==> src/rtl/mmio_pkg.sv <==
// mmio_pkg: shared constants for the MMIO responder.
//   MMIO_BASE   - upper 24 address bits that select the register window
//   OFF_*       - byte offsets of the registers inside that window
//   SEG7_GLYPH  - active-low seven-segment glyphs {g,f,e,d,c,b,a} for hex 0..F
package mmio_pkg;

  localparam logic [23:0] MMIO_BASE  = 24'hFFFFFF;

  localparam logic [7:0]  OFF_DISP   = 8'h00;
  localparam logic [7:0]  OFF_SWREG  = 8'h04;
  localparam logic [7:0]  OFF_CYCLE  = 8'h08;
  localparam logic [7:0]  OFF_WCOUNT = 8'h0C;

  localparam logic [6:0] SEG7_GLYPH [16] = '{
    7'b1000000, 7'b1111001, 7'b0100100, 7'b0110000,  // 0 1 2 3
    7'b0011001, 7'b0010010, 7'b0000010, 7'b1111000,  // 4 5 6 7
    7'b0000000, 7'b0010000, 7'b0001000, 7'b0000011,  // 8 9 A b
    7'b1000110, 7'b0100001, 7'b0000110, 7'b0001110   // C d E F
  };

endpackage

==> src/rtl/seg7_hex.sv <==
// seg7_hex: one hex digit to an active-low seven-segment pattern.
//   hex_i - 4-bit digit value
//   seg_o - 7-bit segment drive {g,f,e,d,c,b,a}, 0 = segment lit
module seg7_hex
  import mmio_pkg::*;
(
  input  logic [3:0] hex_i,
  output logic [6:0] seg_o
);

  assign seg_o = SEG7_GLYPH[hex_i];

endmodule

==> src/rtl/mmio_responder.sv <==
// mmio_responder: data RAM plus a small MMIO register window for a
// single-cycle processor.
//   clk        - clock, all state changes on the rising edge
//   reset      - asynchronous, active low
//   memwrite   - store strobe
//   dataadr    - byte address; 0xFFFFFFxx selects MMIO, anything else RAM
//   writedata  - store data
//   readdata   - load data, combinational from dataadr
//   SW         - asynchronous board switches (5)
//   gled..gled4- active-low seven-segment digits 0..3 showing DISP
// Registers: DISP (0x00, 16b R/W), SWREG (0x04, RO), CYCLE (0x08, write
// clears), WCOUNT (0x0C, saturating RAM-store count, write clears).
// Build option: define MMIO_SW_DEBOUNCE_EN to debounce SWREG over
// DEBOUNCE_CYCLES clocks; otherwise SWREG is the synchronizer output.
module mmio_responder
  import mmio_pkg::*;
#(
  parameter int MEM_WORDS       = 64,
  parameter int DEBOUNCE_CYCLES = 4
) (
  input  logic        clk,
  input  logic        reset,
  input  logic        memwrite,
  input  logic [31:0] dataadr,
  input  logic [31:0] writedata,
  output logic [31:0] readdata,
  input  logic [4:0]  SW,
  output logic [6:0]  gled,
  output logic [6:0]  gled2,
  output logic [6:0]  gled3,
  output logic [6:0]  gled4
);

  localparam int AW = $clog2(MEM_WORDS);

  // ---------------- address decode ----------------
  logic          is_mmio;
  logic [AW-1:0] widx;
  logic [7:0]    off;
  logic          wr_ram, wr_disp, wr_cycle, wr_wcount;
  logic          unused_addr_lsb;

  assign is_mmio   = (dataadr[31:8] == MMIO_BASE);
  assign widx      = dataadr[AW+1:2];
  assign off       = {dataadr[7:2], 2'b00};
  assign unused_addr_lsb = ^dataadr[1:0];

  assign wr_ram    = memwrite & ~is_mmio;
  assign wr_disp   = memwrite & is_mmio & (off == OFF_DISP);
  assign wr_cycle  = memwrite & is_mmio & (off == OFF_CYCLE);
  assign wr_wcount = memwrite & is_mmio & (off == OFF_WCOUNT);

  // ---------------- data RAM (not reset) ----------------
  logic [31:0] mem_q [MEM_WORDS];

  // Gating on reset drops a store that coincides with reset assertion.
  always_ff @(posedge clk) begin
    if (reset && wr_ram) mem_q[widx] <= writedata;
  end

  // ---------------- MMIO registers ----------------
  logic [15:0] disp_q,   disp_d;
  logic [31:0] cycle_q,  cycle_d;
  logic [15:0] wcount_q, wcount_d;

  always_comb begin
    disp_d   = wr_disp ? writedata[15:0] : disp_q;
    cycle_d  = wr_cycle ? 32'd0 : cycle_q + 32'd1;
    wcount_d = wcount_q;
    if (wr_wcount)
      wcount_d = 16'd0;
    else if (wr_ram && wcount_q != 16'hFFFF)
      wcount_d = wcount_q + 16'd1;
  end

  always_ff @(posedge clk or negedge reset) begin
    if (!reset) begin
      disp_q   <= '0;
      cycle_q  <= '0;
      wcount_q <= '0;
    end else begin
      disp_q   <= disp_d;
      cycle_q  <= cycle_d;
      wcount_q <= wcount_d;
    end
  end

  // ---------------- switch synchronizer / SWREG ----------------
  logic [4:0] sw_meta_q, sw_sync_q;
  logic [4:0] swreg;

  always_ff @(posedge clk or negedge reset) begin
    if (!reset) begin
      sw_meta_q <= '0;
      sw_sync_q <= '0;
    end else begin
      sw_meta_q <= SW;
      sw_sync_q <= sw_meta_q;
    end
  end

`ifdef MMIO_SW_DEBOUNCE_EN
  localparam int CW = $clog2(DEBOUNCE_CYCLES + 1);

  logic [4:0]    swreg_q, swreg_d;
  logic [4:0]    cand_q,  cand_d;
  logic [CW-1:0] cnt_q,   cnt_d;
  logic [CW-1:0] run;

  // run = number of consecutive clocks (including this one) that the
  // synchronized value has held the same, non-SWREG value.
  always_comb begin
    run     = (sw_sync_q == cand_q && sw_sync_q != swreg_q) ? cnt_q + CW'(1) : CW'(1);
    swreg_d = swreg_q;
    cand_d  = sw_sync_q;
    cnt_d   = '0;
    if (sw_sync_q != swreg_q) begin
      if (run >= CW'(DEBOUNCE_CYCLES)) swreg_d = sw_sync_q;
      else                             cnt_d   = run;
    end
  end

  always_ff @(posedge clk or negedge reset) begin
    if (!reset) begin
      swreg_q <= '0;
      cand_q  <= '0;
      cnt_q   <= '0;
    end else begin
      swreg_q <= swreg_d;
      cand_q  <= cand_d;
      cnt_q   <= cnt_d;
    end
  end

  assign swreg = swreg_q;
`else
  // Second synchronizer stage is SWREG: two-clock latency from the pins.
  assign swreg = sw_sync_q;
`endif

  // ---------------- load path ----------------
  always_comb begin
    readdata = mem_q[widx];
    if (is_mmio) begin
      case (off)
        OFF_DISP:   readdata = {16'd0, disp_q};
        OFF_SWREG:  readdata = {27'd0, swreg};
        OFF_CYCLE:  readdata = cycle_q;
        OFF_WCOUNT: readdata = {16'd0, wcount_q};
        default:    readdata = 32'd0;
      endcase
    end
  end

  // ---------------- seven-segment digits ----------------
  logic [3:0][6:0] seg;

  for (genvar g = 0; g < 4; g++) begin : g_seg
    seg7_hex u_seg7 (
      .hex_i (disp_q[4*g +: 4]),
      .seg_o (seg[g])
    );
  end

  assign gled  = seg[0];
  assign gled2 = seg[1];
  assign gled3 = seg[2];
  assign gled4 = seg[3];

endmodule

==> config.mk <==
export PLATFORM = sky130hd
export DESIGN_NAME = mmio_responder
export DESIGN_NICKNAME = d
export VERILOG_FILES = /design/src/rtl/mmio_pkg.sv /design/src/rtl/seg7_hex.sv /design/src/rtl/mmio_responder.sv
export SDC_FILE = /design/constraint.sdc
export NUM_CORES = 2
export LEC_CHECK = 0
export ABC_AREA = 0
export CELL_PAD_IN_SITES_DETAIL_PLACEMENT = 2
export CELL_PAD_IN_SITES_GLOBAL_PLACEMENT = 2
export CORE_MARGIN = 2
export CORE_UTILIZATION = 44
export DETAILED_ROUTE_END_ITERATION = 7
export GPL_ROUTABILITY_DRIVEN = 0
export GPL_TIMING_DRIVEN = 1
export HOLD_SLACK_MARGIN = 0.03
export PLACE_DENSITY_LB_ADDON = 0.1
export SETUP_SLACK_MARGIN = 0.4
export SLEW_MARGIN = 20
export SYNTH_ARGS = -nofsm -noshare
export SYNTH_HDL_FRONTEND = slang
export SYNTH_HIERARCHICAL = 1
export SYNTH_SLANG_ARGS = --single-unit
==> constraint.sdc <==
create_clock -name clk -period 6.9 [get_ports clk]
set_clock_uncertainty 0.1 [all_clocks]
set_input_delay 1.035 -clock clk [delete_from_list [all_inputs] [get_ports clk]]
set_output_delay 1.035 -clock clk [all_outputs]
set_load 0.02 [all_outputs]
==> metrics.txt <==
Clock Sinks=2,122; synthesis-to-layout area growth=14.7%; Area contributors post-synth=edfxtp_1 73%, mux4_2 13%, mux2i_1 2.6%, dfrtp_1 2.2%, a22oi_1 0.94%; FFs w/ async S/R, synth=about 3.5%; vias in the first global route=47,600; Synth top area share=73.4%; Design Power=27.6 mW; CTS Root Cell=clkbuf_16; pin count of the biggest net entering global routing=66; post-DP HPWL=161 mm; fin area=96,000 µm²; WL final=278 mm; die area=around 190,000 µm²; Max Cap Viol=0; first-pass GRT wire length=387 mm; main flop type after synthesis=edfxtp_1; CTS buffer count=about 220; Starting Density=44.2%; crit share post-route=just over 90%; Worst EP required=5760 ps; Overflow after GRT=0; DR WL/cell=approximately 40 µm; crit path time final=6250 ps; synthesized area=approximately 84,000 µm²; P_int=21.4 mW; Post-Layout Cell Count=a little over 7,000; sequential share of the synthesized area=around three quarters; Hold Path Class=reg2reg; Warnings, synthesis=6; Seq pwr share=51.6%; Synth top cells by count=2,048 x edfxtp_1, 471 x mux4_2, 221 x mux2i_1, 151 x nor2_1, 109 x nand2_1; routed vias=44,300; leak pwr=~30 nW; post-cts sizing count=0; Vias/cell=6.26; Final Setup Violations=0; critical path type=in2out; row count=160; io pins=132; layout cells sized above 1=25.4%; CP endpoint kind=primary output; Fmax=160 MHz; I/O Buffers=129; Core ar.=190,000 µm²; area leader, netlist=edfxtp_1; Sw Pwr=6.23 mW; TNS Setup=0 ps; clock network latency to the later pin of the worst-skew pair=slightly below 900 ps; Avg Inst Size Synth=approximately 21 µm²; PwrDens=around 290 nW/µm²; Clk pwr share=42.7%; EDFF count, synth=2,048; Slew Viols, Final=0; htree depth=4; Switching Share=22.6%; dpl cell area=89,000 µm²; top-count cell post-synth=edfxtp_1; Max-slew headroom=22.5%; startpoint types=input pin; fill cell count=16,400; Detailed Route Iter0 Violations=5,060; Worst Path Max Fanout=11; Tot GR Track Use=28.9%; Netlist cell types=64; #FFs+latches synth=2,122; initial antenna violation count=20; Pre-antenna DRT Iters=5; TritonCTS clock tree=built; clock buffer depth=3; Final Hold Viols=0; status=finished, final reports clean; clock slew at reported path FFs=60 ps; chip width=about 440 µm; Cells after DPL=6,652; Comb power frac=5.7%; Max IR drop VDD=221 µV; unrepaired setup endpoints after global routing=false; Residual DRC=0; post-synthesis net count=approximately 4,100; WP data arrival=5110 ps; gate count of the mapped netlist=between 4,000 and 5,000; Post-CTS Setup Bufs=0; Post-DRT Antenna Nets=0; Die Y=440 µm; Final #Nets=4,465; worst slew pin tran=between 1000 and 1500 ps
per-stage QoR:
stage | setup slack, ps | util (%) | hold WS, ps
detailed placement | 710 | 47.0 | 238
global placement | 751 | 47.0 | 237
CTS | 691 | 50.6 | 260
global route | 556 | 50.6 | 268
finish | 652 | 50.7 | 255
floorplan | 837 | - | 231
worst max-delay path: stages:
cell and delay (ps):
clkdlybuf4s50_1 460, nand4_1 130, or4_1 920, o21ai_2 830, nor2_1 500, a22oi_1 310
nand3_1 250, clkdlybuf4s50_1 650
registers in the layout (all words and copies together) (netlist names):
signal,count
sw_sync_q,5
disp_q,16
mem_q,2048
wcount_q,16
cycle_q,32
sw_meta_q,5
layout make-up:
type | count | area, µm² | area share, %
Antenna cell | 6 | 15.0 | 0.0156
Clock buffer | 283 | 5790 | 6.03
Clock inverter | 123 | 1160 | 1.21
Inverter | 18 | 70.1 | 0.0730
Multi-Input combinational cell | 1667 | 19500 | 20.3
Sequential cell | 2122 | 63400 | 66.0
Tap cell | 2511 | 3140 | 3.27
Timing Repair Buffer | 335 | 3040 | 3.17
per-layer routing:
metal  vias up  routed length, µm  global-route usage [%]
met1     24500             114000                    39.7
met2      1800             137000                    47.7
met3       429              17100                    3.97
met5         -                 57                       0
li1      17500                  -                       -
met4         8               9590                    9.81
power by group through the flow:
stage / sequential [mW] / combinational [mW] / clock (mW)
floorplan: 14.5 / 0.774 / 0
global placement: 14.5 / 1.52 / 0
detailed placement: 14.5 / 1.56 / 0
CTS: 14.2 / 1.58 / 12.0
global route: 14.2 / 1.64 / 12.4
finish: 14.2 / 1.57 / 11.8
timing repair:
action | 4_1_cts | 5_1_grt
endpoints found under the hold margin | 18 | 0
hold buffers | 1 | 0
endpoints found under the setup margin | 0 | 0
worst paths after layout:
kind	startpoint	endpoint	slack (ps)	depth (start not counted)
worst min register to register	sw_meta_q[4]	sw_sync_q[4]	250	0
worst max register to register	cycle_q[0]	cycle_q[22]	4130	7
min in group asynchronous	reset	cycle_q[15]	540	2
worst max-delay path	dataadr[28]	readdata[2]	650	8
worst min-delay path	sw_meta_q[4]	sw_sync_q[4]	250	0
max in group asynchronous	reset	disp_q[9]	5080	3
cells in the final DEF, fill, tap and decap left out, types with 22 or more instances in the layout:
| cell type | count |
|---|---|
| xor2_1 | 32 |
| nor3_2 | 33 |
| buf_4 | 202 |
| clkinv_1 | 52 |
| clkdlybuf4s50_1 | 81 |
| nand3_1 | 54 |
| buf_12 | 28 |
| a21oi_1 | 75 |
| nor2_4 | 28 |
| clkbuf_1 | 59 |
| a211oi_1 | 22 |
| edfxtp_1 | 2048 |
| nand2_1 | 109 |
| dfrtp_1 | 74 |
| mux2_2 | 33 |
| nor2_1 | 119 |
| o22ai_1 | 24 |
| mux2i_1 | 221 |
| mux4_2 | 471 |
| clkbuf_16 | 221 |
| a221oi_1 | 30 |
| ha_1 | 30 |
| o21ai_0 | 79 |
| a22oi_1 | 105 |
| clkinv_2 | 33 |
logic make-up after synthesis:
kind of cell | after synthesis | share of synthesized area, %
AOI/OAI and AO/OA | 404 | 3.21
xor gates and xnor gates | 41 | 0.429
adders and majority gates | 30 | 0.448
buffers and inverters | 240 | 1.64
DFF | 2122 | 75.7
muxes | 739 | 16.1
and+or+nand+nor | 453 | 2.56
(Power assumes the default switching activity.)
